===== src/rtl/calc_pkg.sv =====
// Shared calculator datapath types: BCD digits, the signed decimal number
// format, and the operand-entry key and state encodings.
package calc_pkg;

  localparam int NumDigits = 8;
  localparam int CountW    = $clog2(NumDigits) + 1;
  localparam int ExpW      = 8;

  typedef logic [3:0]                bcd_t;
  typedef bcd_t [NumDigits-1:0]      sig_t;
  typedef logic [CountW-1:0]         count_t;

  // significand[0] is the least-significant digit
  typedef struct packed {
    logic                   error;
    logic                   sign;
    logic signed [ExpW-1:0] exponent;
    sig_t                   significand;
  } num_t;

  typedef enum logic [2:0] {
    KeyDigit     = 3'd0,
    KeyBackspace = 3'd1,
    KeyNegate    = 3'd2,
    KeyClear     = 3'd3,
    KeyEnter     = 3'd4
  } key_op_e;

  typedef enum logic [1:0] {
    IDLE  = 2'd0,
    ENTRY = 2'd1,
    HOLD  = 2'd2
  } num_entry_state_e;

  localparam count_t MaxCount = count_t'(NumDigits);

  // Integer operand; a zero significand never carries a minus sign.
  function automatic num_t make_operand(input logic sign, input sig_t sig);
    num_t n;
    n.error       = 1'b0;
    n.sign        = sign && (sig != '0);
    n.exponent    = '0;
    n.significand = sig;
    return n;
  endfunction

endpackage


===== src/rtl/num_entry_if.sv =====
// Keypad-in / operand-out bundle of the operand-entry stage.
// slave is the num_entry side, master is the keypad/ALU/display side.
interface num_entry_if;
  import calc_pkg::*;

  logic            key_valid_i;
  key_op_e         key_op_i;
  bcd_t            key_digit_i;
  logic            key_ready_o;
  logic            num_valid_o;
  logic            num_ready_i;
  num_t            num_o;
  num_t            live_o;
  count_t          digit_count_o;
  logic            overflow_o;

  modport slave (
    input  key_valid_i, key_op_i, key_digit_i, num_ready_i,
    output key_ready_o, num_valid_o, num_o, live_o, digit_count_o, overflow_o
  );

  modport master (
    output key_valid_i, key_op_i, key_digit_i, num_ready_i,
    input  key_ready_o, num_valid_o, num_o, live_o, digit_count_o, overflow_o
  );
endinterface


===== src/rtl/num_entry.sv =====
// Operand entry: accumulates keypad events into a BCD integer and offers the
// finished operand to the ALU over valid/ready.
module num_entry
  import calc_pkg::*;
(
  input  logic        clk_i,
  input  logic        rst_i,
  num_entry_if.slave  bus
);

  num_entry_state_e r_state, w_state_next;
  sig_t             r_sig, w_sig_next;
  logic             r_sign, w_sign_next;
  count_t           r_count, w_count_next;
  num_t             r_num, w_num_next;
  logic             r_overflow, w_overflow_next;
  logic             w_key_fire;

  assign w_key_fire = bus.key_valid_i && (r_state != HOLD);

  always_ff @(posedge clk_i) begin
    if (rst_i) begin
      r_state    <= IDLE;
      r_sig      <= '0;
      r_sign     <= 1'b0;
      r_count    <= '0;
      r_num      <= '0;
      r_overflow <= 1'b0;
    end else begin
      r_state    <= w_state_next;
      r_sig      <= w_sig_next;
      r_sign     <= w_sign_next;
      r_count    <= w_count_next;
      r_num      <= w_num_next;
      r_overflow <= w_overflow_next;
    end
  end

  always_comb begin
    w_state_next    = r_state;
    w_sig_next      = r_sig;
    w_sign_next     = r_sign;
    w_count_next    = r_count;
    w_num_next      = r_num;
    w_overflow_next = 1'b0;

    if (r_state == HOLD) begin
      // num_o keeps the last operand after the handshake; only the entry clears
      if (bus.num_ready_i) begin
        w_state_next = IDLE;
        w_sig_next   = '0;
        w_sign_next  = 1'b0;
        w_count_next = '0;
      end
    end else if (w_key_fire) begin
      case (bus.key_op_i)
        KeyDigit: begin
          if ((bus.key_digit_i <= 4'd9) &&
              !((r_count == '0) && (bus.key_digit_i == 4'd0))) begin
            if (r_count < MaxCount) begin
              w_sig_next   = {r_sig[NumDigits-2:0], bus.key_digit_i};
              w_count_next = r_count + count_t'(1);
              w_state_next = ENTRY;
            end else begin
              w_overflow_next = 1'b1;
            end
          end
        end
        KeyBackspace: begin
          w_sig_next   = {4'h0, r_sig[NumDigits-1:1]};
          w_count_next = (r_count == '0) ? '0 : r_count - count_t'(1);
          if (w_count_next == '0) begin
            w_sign_next  = 1'b0;
            w_state_next = IDLE;
          end
        end
        KeyNegate: begin
          w_sign_next  = !r_sign;
          w_state_next = ((r_count != '0) || !r_sign) ? ENTRY : IDLE;
        end
        KeyClear: begin
          w_sig_next   = '0;
          w_sign_next  = 1'b0;
          w_count_next = '0;
          w_state_next = IDLE;
        end
        KeyEnter: begin
          w_num_next   = make_operand(r_sign, r_sig);
          w_state_next = HOLD;
        end
        default: ;
      endcase
    end
  end

  assign bus.key_ready_o   = (r_state != HOLD);
  assign bus.num_valid_o   = (r_state == HOLD);
  assign bus.num_o         = r_num;
  assign bus.digit_count_o = r_count;
  assign bus.overflow_o    = r_overflow;
  assign bus.live_o        = '{error: 1'b0, sign: r_sign, exponent: '0, significand: r_sig};

endmodule


===== src/flat_wrapper.sv =====
// flat-port wrapper written by rule: the top's interface ports become plain ports
module num_entry_flat import calc_pkg::*;
  (clk_i, rst_i, bus_key_valid_i, bus_key_op_i, bus_key_digit_i, bus_num_ready_i, bus_key_ready_o, bus_num_valid_o, bus_num_o, bus_live_o, bus_digit_count_o, bus_overflow_o);
  num_entry_if bus_i ();
  input  logic clk_i;
  input  logic rst_i;
  input wire logic [$bits(bus_i.key_valid_i)-1:0] bus_key_valid_i;
  input wire logic [$bits(bus_i.key_op_i)-1:0] bus_key_op_i;
  input wire logic [$bits(bus_i.key_digit_i)-1:0] bus_key_digit_i;
  input wire logic [$bits(bus_i.num_ready_i)-1:0] bus_num_ready_i;
  output wire logic [$bits(bus_i.key_ready_o)-1:0] bus_key_ready_o;
  output wire logic [$bits(bus_i.num_valid_o)-1:0] bus_num_valid_o;
  output wire logic [$bits(bus_i.num_o)-1:0] bus_num_o;
  output wire logic [$bits(bus_i.live_o)-1:0] bus_live_o;
  output wire logic [$bits(bus_i.digit_count_o)-1:0] bus_digit_count_o;
  output wire logic [$bits(bus_i.overflow_o)-1:0] bus_overflow_o;
  assign bus_i.key_valid_i = bus_key_valid_i;
  assign bus_i.key_op_i = bus_key_op_i;
  assign bus_i.key_digit_i = bus_key_digit_i;
  assign bus_i.num_ready_i = bus_num_ready_i;
  assign bus_key_ready_o = bus_i.key_ready_o;
  assign bus_num_valid_o = bus_i.num_valid_o;
  assign bus_num_o = bus_i.num_o;
  assign bus_live_o = bus_i.live_o;
  assign bus_digit_count_o = bus_i.digit_count_o;
  assign bus_overflow_o = bus_i.overflow_o;
  num_entry u_core (.clk_i(clk_i), .rst_i(rst_i), .bus(bus_i));
endmodule

===== config.mk =====
export PLATFORM = sky130hd
export DESIGN_NAME = num_entry_flat
export DESIGN_NICKNAME = d
export VERILOG_FILES = /design/src/rtl/calc_pkg.sv /design/src/rtl/num_entry_if.sv /design/src/rtl/num_entry.sv /design/src/flat_wrapper.sv
export SDC_FILE = /design/constraint.sdc
export NUM_CORES = 1
export LEC_CHECK = 0
export ABC_AREA = 1
export BUFFER_PORTS_ARGS = -buffer_cell sky130_fd_sc_hd__buf_4
export CAP_MARGIN = 20
export CORE_UTILIZATION = 52
export CTS_CLUSTER_DIAMETER = 120
export DETAILED_ROUTE_END_ITERATION = 10
export PLACE_DENSITY = 0.8
export SKIP_CTS_REPAIR_TIMING = 1
export SLEW_MARGIN = 10
export SYNTH_ARGS = -nofsm -noshare
export SYNTH_HDL_FRONTEND = slang
export SYNTH_SLANG_ARGS = --single-unit

===== constraint.sdc =====
create_clock -name clk_i -period 2.4 [get_ports clk_i]
set_clock_uncertainty 0.15 [all_clocks]
set_input_delay 0.12 -clock clk_i [delete_from_list [all_inputs] [get_ports clk_i]]
set_output_delay 0.12 -clock clk_i [all_outputs]
set_load 0.05 [all_outputs]

==> impl_metrics.ini, run 1 <==
[status]
status = complete, but fails checks
violations = DRC, hold timing

[pwr]
combPwrFrac_pct = 32.6
power_density_nw_per_um2 = 805
pwr-share-clk_pct = 27.8
vdd_drop_max_uv = 387
switching_share_pct = 38.5
internal_power_mw = 2.11
pwr-share-seq_pct = 39.6
p_leak_nw = 2.07
p_switching_mw = 1.32

[timing]
setup-tns-final_ps = 0
drv_slew = 0
final_hold_viol_count = 2
rsz0062_at_grt = no
setup_viol = 0
fin_crit_sh_pct = 89.0
relSlewSlack_pct = 63.6
fmax_mhz = 468
worst_pin_slew_ps = 545
period_minus_slack_ps = 2140
fin_hold_ws_ps = -14.8

[yosys]
syn_area_um2 = 3500
yosysSeqAreaShare_pct = 41.7
syn_inst = 492
ys.warnings.count = 0
syn_avg_cell_area_um2 = 7.12
ys_ff_latch = 73
synth_cell_types = 26

[setup_path]
cp_data_arrival_time_ps = 2270
cpLargestDelayFamily = simple AND/OR/NAND/NOR gates
cp.buffers_inverters = 2
critPathRequiredTime_ps = 2530
endpoint_kind = register
path_class = register to register
slowest_delay_ps = 410
startpoint_type = register
cp_slowest_cell = dfxtp_1
crit_top_cell = nand2_1
crit_chain = inv_1 > ha_1 > nand3_1 > o21ai_1 > nand2_1 > nand3_4 > buf_4 > nand2_1 > nand2_1 > nor2_1
crit_fanout = 25
reg2reg_slack_ps = 260

[layout]
fin_util_pct = 66.4
layout.nets = 579
syn_to_final_growth_pct = 21.8
antenna_cells = 0
drive_gt1_share_pct = 21.4

[clocking]
tritoncts = built
cts_buffer_depth = 2
cts_inserted_buffers = 9
path_clk_slew_ps = 70
clock_latency_ps = 350
htreeDepth = 3
clock-root-buffer = clkbuf_8
cts.sinks = 73

[global_routing]
grt_use_total_pct = 26.2
grt_antenna_before_repair = 0
gr-total-overflow = 0
grt_max_degree = 67
grt_pass1_vias = 3045
grt_pass1_wl_um = 14700

[die]
die_w_um = 84.1
rows = 29
initial_utilization_pct = 54.5
die_y_um = 84.1
dieArea_um2 = 7060
ios = 102
coreArea_um2 = 6420

[routing]
route.detailed.drc = 14
dr.pass1.iters = 10
finalWirelength_um = 9080
vias = 3487
drt_iter0_drc = 344
ant_nets = 0
avgViaCountPerCell = 5.40
wl_per_cell_um = 14.1

[job]
cap_violations = 0

[placement]
dpl.hpwl_um = 6270
place.gp.congestion = 0.894
place.port_buffers = 83

[worst_hold_path]
hp-class = primary input to register
## layout make-up
cell class	instances	area [um2]
repair buffers	93	728
well taps	77	96.3
inverters	51	191
flip-flops and latches	73	1460
clock buffers	10	138
fillers	579	2160
multi-input cells	337	1590
clock inverters	5	56.3
## synth_stat cells (all sizes together)
cell type	n	area share, %
ha	3	1.1
conb	1	0.11
clkinv	1	0.11
o21ai	42	6.0
nor3	3	0.43
a21oi	52	7.5
nand4	21	3.8
dfxtp	73	42
clkbuf	8	0.86
inv	50	5.4
o22ai	26	4.6
nor2	73	8.3
nand3	9	1.6
a21o	1	0.21
buf	40	8.3
nand2	89	9.9
## power groups by stage
stage	clock network, mW	registers (mW)	logic (mW)
floorplan	0	1.66	0.585
global placement	0	1.38	1.08
detailed placement	0	1.38	1.10
CTS	0.961	1.36	1.10
global route	1.02	1.37	1.20
finish	0.954	1.36	1.12
## kinds of logic after synthesis
logic type               count (synthesis)  synth area share (%)
other                                    1                 0.107
buffers and inverters                   99                  14.6
adder cells (fa/ha/maj)                  3                  1.07
AO/OA/AOI/OAI                          121                  18.4
flip-flops                              73                  41.7
AND/OR/NAND/NOR                        195                  24.1
## sequential cells by signal, indices dropped and copies added (netlist names)
register	cells
u_core.r_state	2
u_core.r_sign	1
u_core.bus.live_o	32
u_core.bus.digit_count_o	4
u_core.bus.overflow_o	1
u_core.bus.num_o	33
## worst min-delay path: stages
cell     delay, ps
buf_4           90
nand2_1         40
o21ai_0         60
nor2_1          50
nor2_1          80
## metal layers
metal / wire length, um / vias to the layer above / GRT usage (%)
met2: 4240 / 171 / 40.8
li1: - / 1723 / -
met4: 216 / 0 / 13.2
met5: 0 / - / 0
met3: 621 / 18 / 3.46
met1: 4010 / 1575 / 35.4
## stage by stage
step / std cells / setup WS (ps) / total power [mW] / instance area, um2
6_report: 646 / 264 / 3.43 / 4260
5_1_grt: 646 / 74.3 / 3.59 / 4260
4_1_cts: 644 / 285 / 3.42 / 4240
3_5_place_dp: 629 / 306 / 2.48 / 4050
3_3_place_gp: 629 / 402 / 2.46 / 4050
2_1_floorplan: 509 / 245 / 2.24 / 3560
## worst paths after layout
kind,startpoint,end,cells after the start
setup / recovery,u_core.bus.digit_count_o[0]$_SDFFE_PP0P_,u_core.bus.live_o[7]$_SDFFE_PP0P_,10
hold / removal,bus_key_digit_i[1],u_core.bus.live_o[1]$_SDFFE_PP0P_,5
setup reg to reg,u_core.bus.digit_count_o[0]$_SDFFE_PP0P_,u_core.bus.live_o[7]$_SDFFE_PP0P_,10
hold reg to reg,u_core.bus.live_o[22]$_SDFFE_PP0P_,u_core.bus.live_o[22]$_SDFFE_PP0P_,2
## cells in the final DEF, fill, tap and decap left out, drive strengths merged
| cell type | instances |
|---|---|
| buf | 91 |
| nand2 | 89 |
| dfxtp | 73 |
| nor2 | 73 |
| a21oi | 52 |
| inv | 50 |
| o21ai | 42 |
| o22ai | 26 |
| nand4 | 21 |
| conb | 18 |
| clkbuf | 10 |
| nand3 | 9 |
| clkinv | 4 |
| nor3 | 3 |
| ha | 3 |
| dlygate4sd3 | 2 |
| a21o | 1 |
| clkinvlp | 1 |
| bufinv | 1 |
No activity file was read; power rests on OpenSTA's default activity.
==> run 2: changes to the inputs <==
--- a/config.mk
+++ b/config.mk
@@ -17,3 +17,4 @@
 export SYNTH_ARGS = -nofsm -noshare
 export SYNTH_HDL_FRONTEND = slang
 export SYNTH_SLANG_ARGS = --single-unit
+export TNS_END_PERCENT = 1
==> constraint.sdc (replaced) <==
create_clock -name clk_i -period 2.4 [get_ports clk_i]
set_clock_uncertainty 0.15 [all_clocks]
set_input_delay 0.24 -clock clk_i [delete_from_list [all_inputs] [get_ports clk_i]]
set_output_delay 0.24 -clock clk_i [all_outputs]
set_load 0.05 [all_outputs]
==> impl_metrics.ini, run 2 (synthesis gave the netlist of run 1 again) <==
[pwr]
internal_power_mw = 2.22
vdd_drop_max_uv = 403
power_mw = 3.53
combPwrFrac_pct = 31.4
power_density_nw_per_um2 = 827
p_switching_mw = 1.31
pwr-share-seq_pct = 38.4
switching_share_pct = 37.2
pwr-share-clk_pct = 30.2
p_leak_nw = 2.08

[global_routing]
grt_antenna_before_repair = 0
grt_use_total_pct = 25.5
grt_pass1_vias = 3063
grt_pass1_wl_um = 14400
grt_max_degree = 67
gr-total-overflow = 0

[timing]
setup_ws_ps = 206
worst_pin_slew_ps = 527
setup-tns-final_ps = 0
drv_slew = 0
fin_crit_sh_pct = 91.4
final_hold_viol_count = 0
fmax_mhz = 456
setup_viol = 0
relSlewSlack_pct = 64.9
rsz0062_at_grt = no
period_minus_slack_ps = 2190

[routing]
ant_nets = 0
route.detailed.drc = 14
dr.pass1.iters = 8
vias = 3485
drt_iter0_drc = 353
finalWirelength_um = 8830
wl_per_cell_um = 13.6
avgViaCountPerCell = 5.39

[layout]
final_cell_mix = buf_4, nand2_1, dfxtp_1
layout.nets = 579
drive_gt1_share_pct = 21.8
largest_register_ffs = 33
finalNonFillerCells = 647
final_common_cell = buf_4
syn_to_final_growth_pct = 22.0
antenna_cells = 0
fillCellCount = 577

[clocking]
tritoncts = built
htreeDepth = 3
cts.sinks = 73
cts_inserted_buffers = 9
cts_buffer_depth = 2
clock_latency_ps = 350
path_clk_slew_ps = 80
clock-root-buffer = clkbuf_8

[setup_path]
endpoint_kind = register
startpoint_type = register
slowest_delay_ps = 420
crit_top_cell = nor2_1
cp.buffers_inverters = 2
cp_data_arrival_time_ps = 2280
path_class = register to register
cp_slowest_cell = dfxtp_1
crit_chain = inv_1 > ha_1 > nand3_1 > o21ai_1 > nand2_1 > nand3_4 > buf_4 > nor2_1 > nor2_1
crit_fanout = 25
cpLargestDelayFamily = simple AND/OR/NAND/NOR gates
critPathRequiredTime_ps = 2490

[placement]
place.port_buffers = 83
place.gp.congestion = 0.906
placedCellCount = 631
preCtsSetupSlack_ps = 267
dpl.hpwl_um = 6100

[die]
dieArea_um2 = 7060
coreArea_um2 = 6420
die_w_um = 84.1
rows = 29
initial_utilization_pct = 54.5
ios = 102
die_y_um = 84.1

[status]
violations = DRC
status = complete, but fails checks

[worst_hold_path]
hp-class = primary input to register

[job]
cap_violations = 0
==> run 2: cell types whose count changed in the layout (fill, tap and decap cells not counted), sizes merged <==
cell	change
buf	+2
bufinv	+1
clkbuf	+1
clkinvlp	-1
dlygate4sd3	-2
==> run 2: final cells by class <==
type	count	area, um2	area share [%]
timing repair buffer	93	711	16.6
clock inverter	5	78.8	1.85
clock buffer	11	141	3.31
multi-input combinational	337	1590	37.3
tap	77	96.3	2.26
inverter	51	191	4.48
sequential	73	1460	34.2
==> run 2: through the flow <==
stage | hold slack [ps] | utilization [%] | area (um2)
after global routing | 12.9 | 66.5 | 4270
final | 26.6 | 66.5 | 4270
after floorplan | 159 | - | 3560
after global placement | 336 | 63.1 | 4050
after detailed placement | 330 | 63.1 | 4050
after CTS | 11.3 | 66.5 | 4270
==> run 2: worst paths after layout <==
kind	start	to	slack [ps]	depth (start not counted)
setup reg to reg	u_core.bus.digit_count_o[0]$_SDFFE_PP0P_	u_core.bus.live_o[7]$_SDFFE_PP0P_	210	9
hold / removal	rst_i	u_core.bus.live_o[22]$_SDFFE_PP0P_	30	2
setup / recovery	u_core.bus.digit_count_o[0]$_SDFFE_PP0P_	u_core.bus.live_o[7]$_SDFFE_PP0P_	210	9
hold reg to reg	u_core.bus.live_o[26]$_SDFFE_PP0P_	u_core.bus.live_o[26]$_SDFFE_PP0P_	340	2
==> run 2: power by group through the flow <==
stage	Clock [mW]	Sequential (mW)	Combinational, mW
after floorplan	0	1.66	0.585
after global placement	0	1.38	1.08
after detailed placement	0	1.38	1.10
after CTS	1.08	1.36	1.10
after global routing	1.15	1.37	1.19
final	1.07	1.36	1.11
==> run 2: routing by layer <==
layer  up-vias  GRT usage [%]  wire length (um)
met4         0           11.9               153
met2       165           39.6              4120
met1      1583           34.6              3890
met5         -              0                 0
li1       1723              -                 -
met3        14           3.86               669
==> run 3: changes to the inputs <==
--- a/config.mk
+++ b/config.mk
@@ -12,6 +12,7 @@
 export CTS_CLUSTER_DIAMETER = 120
 export DETAILED_ROUTE_END_ITERATION = 10
 export PLACE_DENSITY = 0.8
+export REMOVE_ABC_BUFFERS = 1
 export SKIP_CTS_REPAIR_TIMING = 1
 export SLEW_MARGIN = 10
 export SYNTH_ARGS = -nofsm -noshare
==> impl_metrics.ini, run 3 (synthesis gave the netlist of run 1 again) <==
[pwr]
vdd_drop_max_uv = 484
pwr-share-seq_pct = 39.3
switching_share_pct = 38.1
combPwrFrac_pct = 32.1
p_switching_mw = 1.32
power_mw = 3.46
power_density_nw_per_um2 = 811
pwr-share-clk_pct = 28.6
internal_power_mw = 2.14
p_leak_nw = 2.08

[clocking]
tritoncts = built
path_clk_slew_ps = 80
clock-root-buffer = clkbuf_8
cts_buffer_depth = 2
cts_inserted_buffers = 9
htreeDepth = 3
clock_latency_ps = 350
cts.sinks = 73

[layout]
largest_register_ffs = 33
final_cell_mix = buf_4, nand2_1, dfxtp_1
layout.nets = 578
drive_gt1_share_pct = 21.8
syn_to_final_growth_pct = 21.7
antenna_cells = 0
final_common_cell = buf_4

[routing]
dr.pass1.iters = 8
drt_iter0_drc = 287
route.detailed.drc = 18
finalWirelength_um = 8820
ant_nets = 0
wl_per_cell_um = 13.7
vias = 3451
avgViaCountPerCell = 5.34

[setup_path]
endpoint_kind = register
cp_slowest_cell = dfxtp_1
cp.buffers_inverters = 2
crit_fanout = 30
path_class = register to register
slowest_delay_ps = 440
cp_data_arrival_time_ps = 2330
cpLargestDelayFamily = simple AND/OR/NAND/NOR gates
critPathRequiredTime_ps = 2530
crit_top_cell = nand2_1
startpoint_type = register
crit_chain = inv_1 > ha_1 > nand3_1 > o21ai_1 > nand2_1 > nand3_4 > buf_12 > nand2_1 > nand2_1 > nor2_1

[die]
coreArea_um2 = 6420
rows = 29
ios = 102
die_y_um = 84.1
dieArea_um2 = 7060
die_w_um = 84.1
initial_utilization_pct = 54.5

[timing]
drv_slew = 0
fmax_mhz = 456
final_hold_viol_count = 0
setup_viol = 0
rsz0062_at_grt = no
fin_crit_sh_pct = 91.3
period_minus_slack_ps = 2190
setup_ws_ps = 209

[job]
cap_violations = 0

[global_routing]
grt_max_degree = 67
gr-total-overflow = 0
grt_use_total_pct = 25.5
grt_pass1_wl_um = 14500
grt_antenna_before_repair = 0
grt_pass1_vias = 3085

[status]
status = complete, but fails checks
violations = DRC

[placement]
dpl.hpwl_um = 6090
preCtsSetupSlack_ps = 257
place.port_buffers = 83
place.gp.congestion = 0.918

[worst_hold_path]
hp-class = primary input to register
-- run 3: changes by cell type in the layout (fill, tap and decap cells not counted), sizes merged --
cell / before / now
bufinv: 2 / 1
buf: 93 / 92
clkinv: 4 / 5
-- run 3: area by class of cell --
| class | count | area [um2] |
|---|---|---|
| tap | 77 | 96.3 |
| sequential | 73 | 1460 |
| clock buffer | 11 | 151 |
| fill | 572 | 2160 |
| clock inverter | 5 | 53.8 |
| timing repair buffer | 92 | 716 |
| multi-input combinational | 337 | 1590 |
| inverter | 51 | 191 |
-- run 3: power by group through the flow --
stage | Clock (mW) | Combinational, mW | Sequential [mW]
after floorplan | 0 | 0.502 | 1.67
after global placement | 0 | 1.07 | 1.38
after detailed placement | 0 | 1.10 | 1.38
after CTS | 1.00 | 1.10 | 1.36
after global routing | 1.07 | 1.19 | 1.37
final | 0.989 | 1.11 | 1.36
-- run 3: metrics by stage --
step	area (um2)	TNS, ps	util, %	hold WS, ps	std cells
after floorplan	3240	-4380	-	159	461
final	4260	0	66.4	20.4	646
after CTS	4260	0	66.4	2.06	646
after detailed placement	4060	0	63.2	331	630
after global routing	4260	0	66.4	16.5	646
after global placement	4060	0	63.2	338	630
-- run 3: per-layer routing --
metal / up-vias / share of wire (%) / GRT usage, %
li1: 1721 / - / -
met1: 1580 / 45 / 33.8
met2: 139 / 47 / 40.9
met3: 11 / 6.4 / 5.14
met4: 0 / 1.2 / 9.40
met5: - / 0 / 0
-- run 3: worst paths after layout --
kind	from	endpoint	slack, ps	cells past startpoint
setup / recovery	u_core.bus.digit_count_o[0]$_SDFFE_PP0P_	u_core.bus.live_o[6]$_SDFFE_PP0P_	210	10
hold reg to reg	u_core.bus.live_o[26]$_SDFFE_PP0P_	u_core.bus.live_o[26]$_SDFFE_PP0P_	350	2
setup reg to reg	u_core.bus.digit_count_o[0]$_SDFFE_PP0P_	u_core.bus.live_o[6]$_SDFFE_PP0P_	210	10
hold / removal	rst_i	u_core.bus.live_o[26]$_SDFFE_PP0P_	20	2
-- run 3: worst reg2reg max path, delay by kind of cell (launching register included) --
family / cells / cell delay, ps
flops: 1 / 440
fa+ha+maj: 1 / 230
compound gates: 1 / 110
buf+inv: 2 / 400
simple gates: 6 / 800
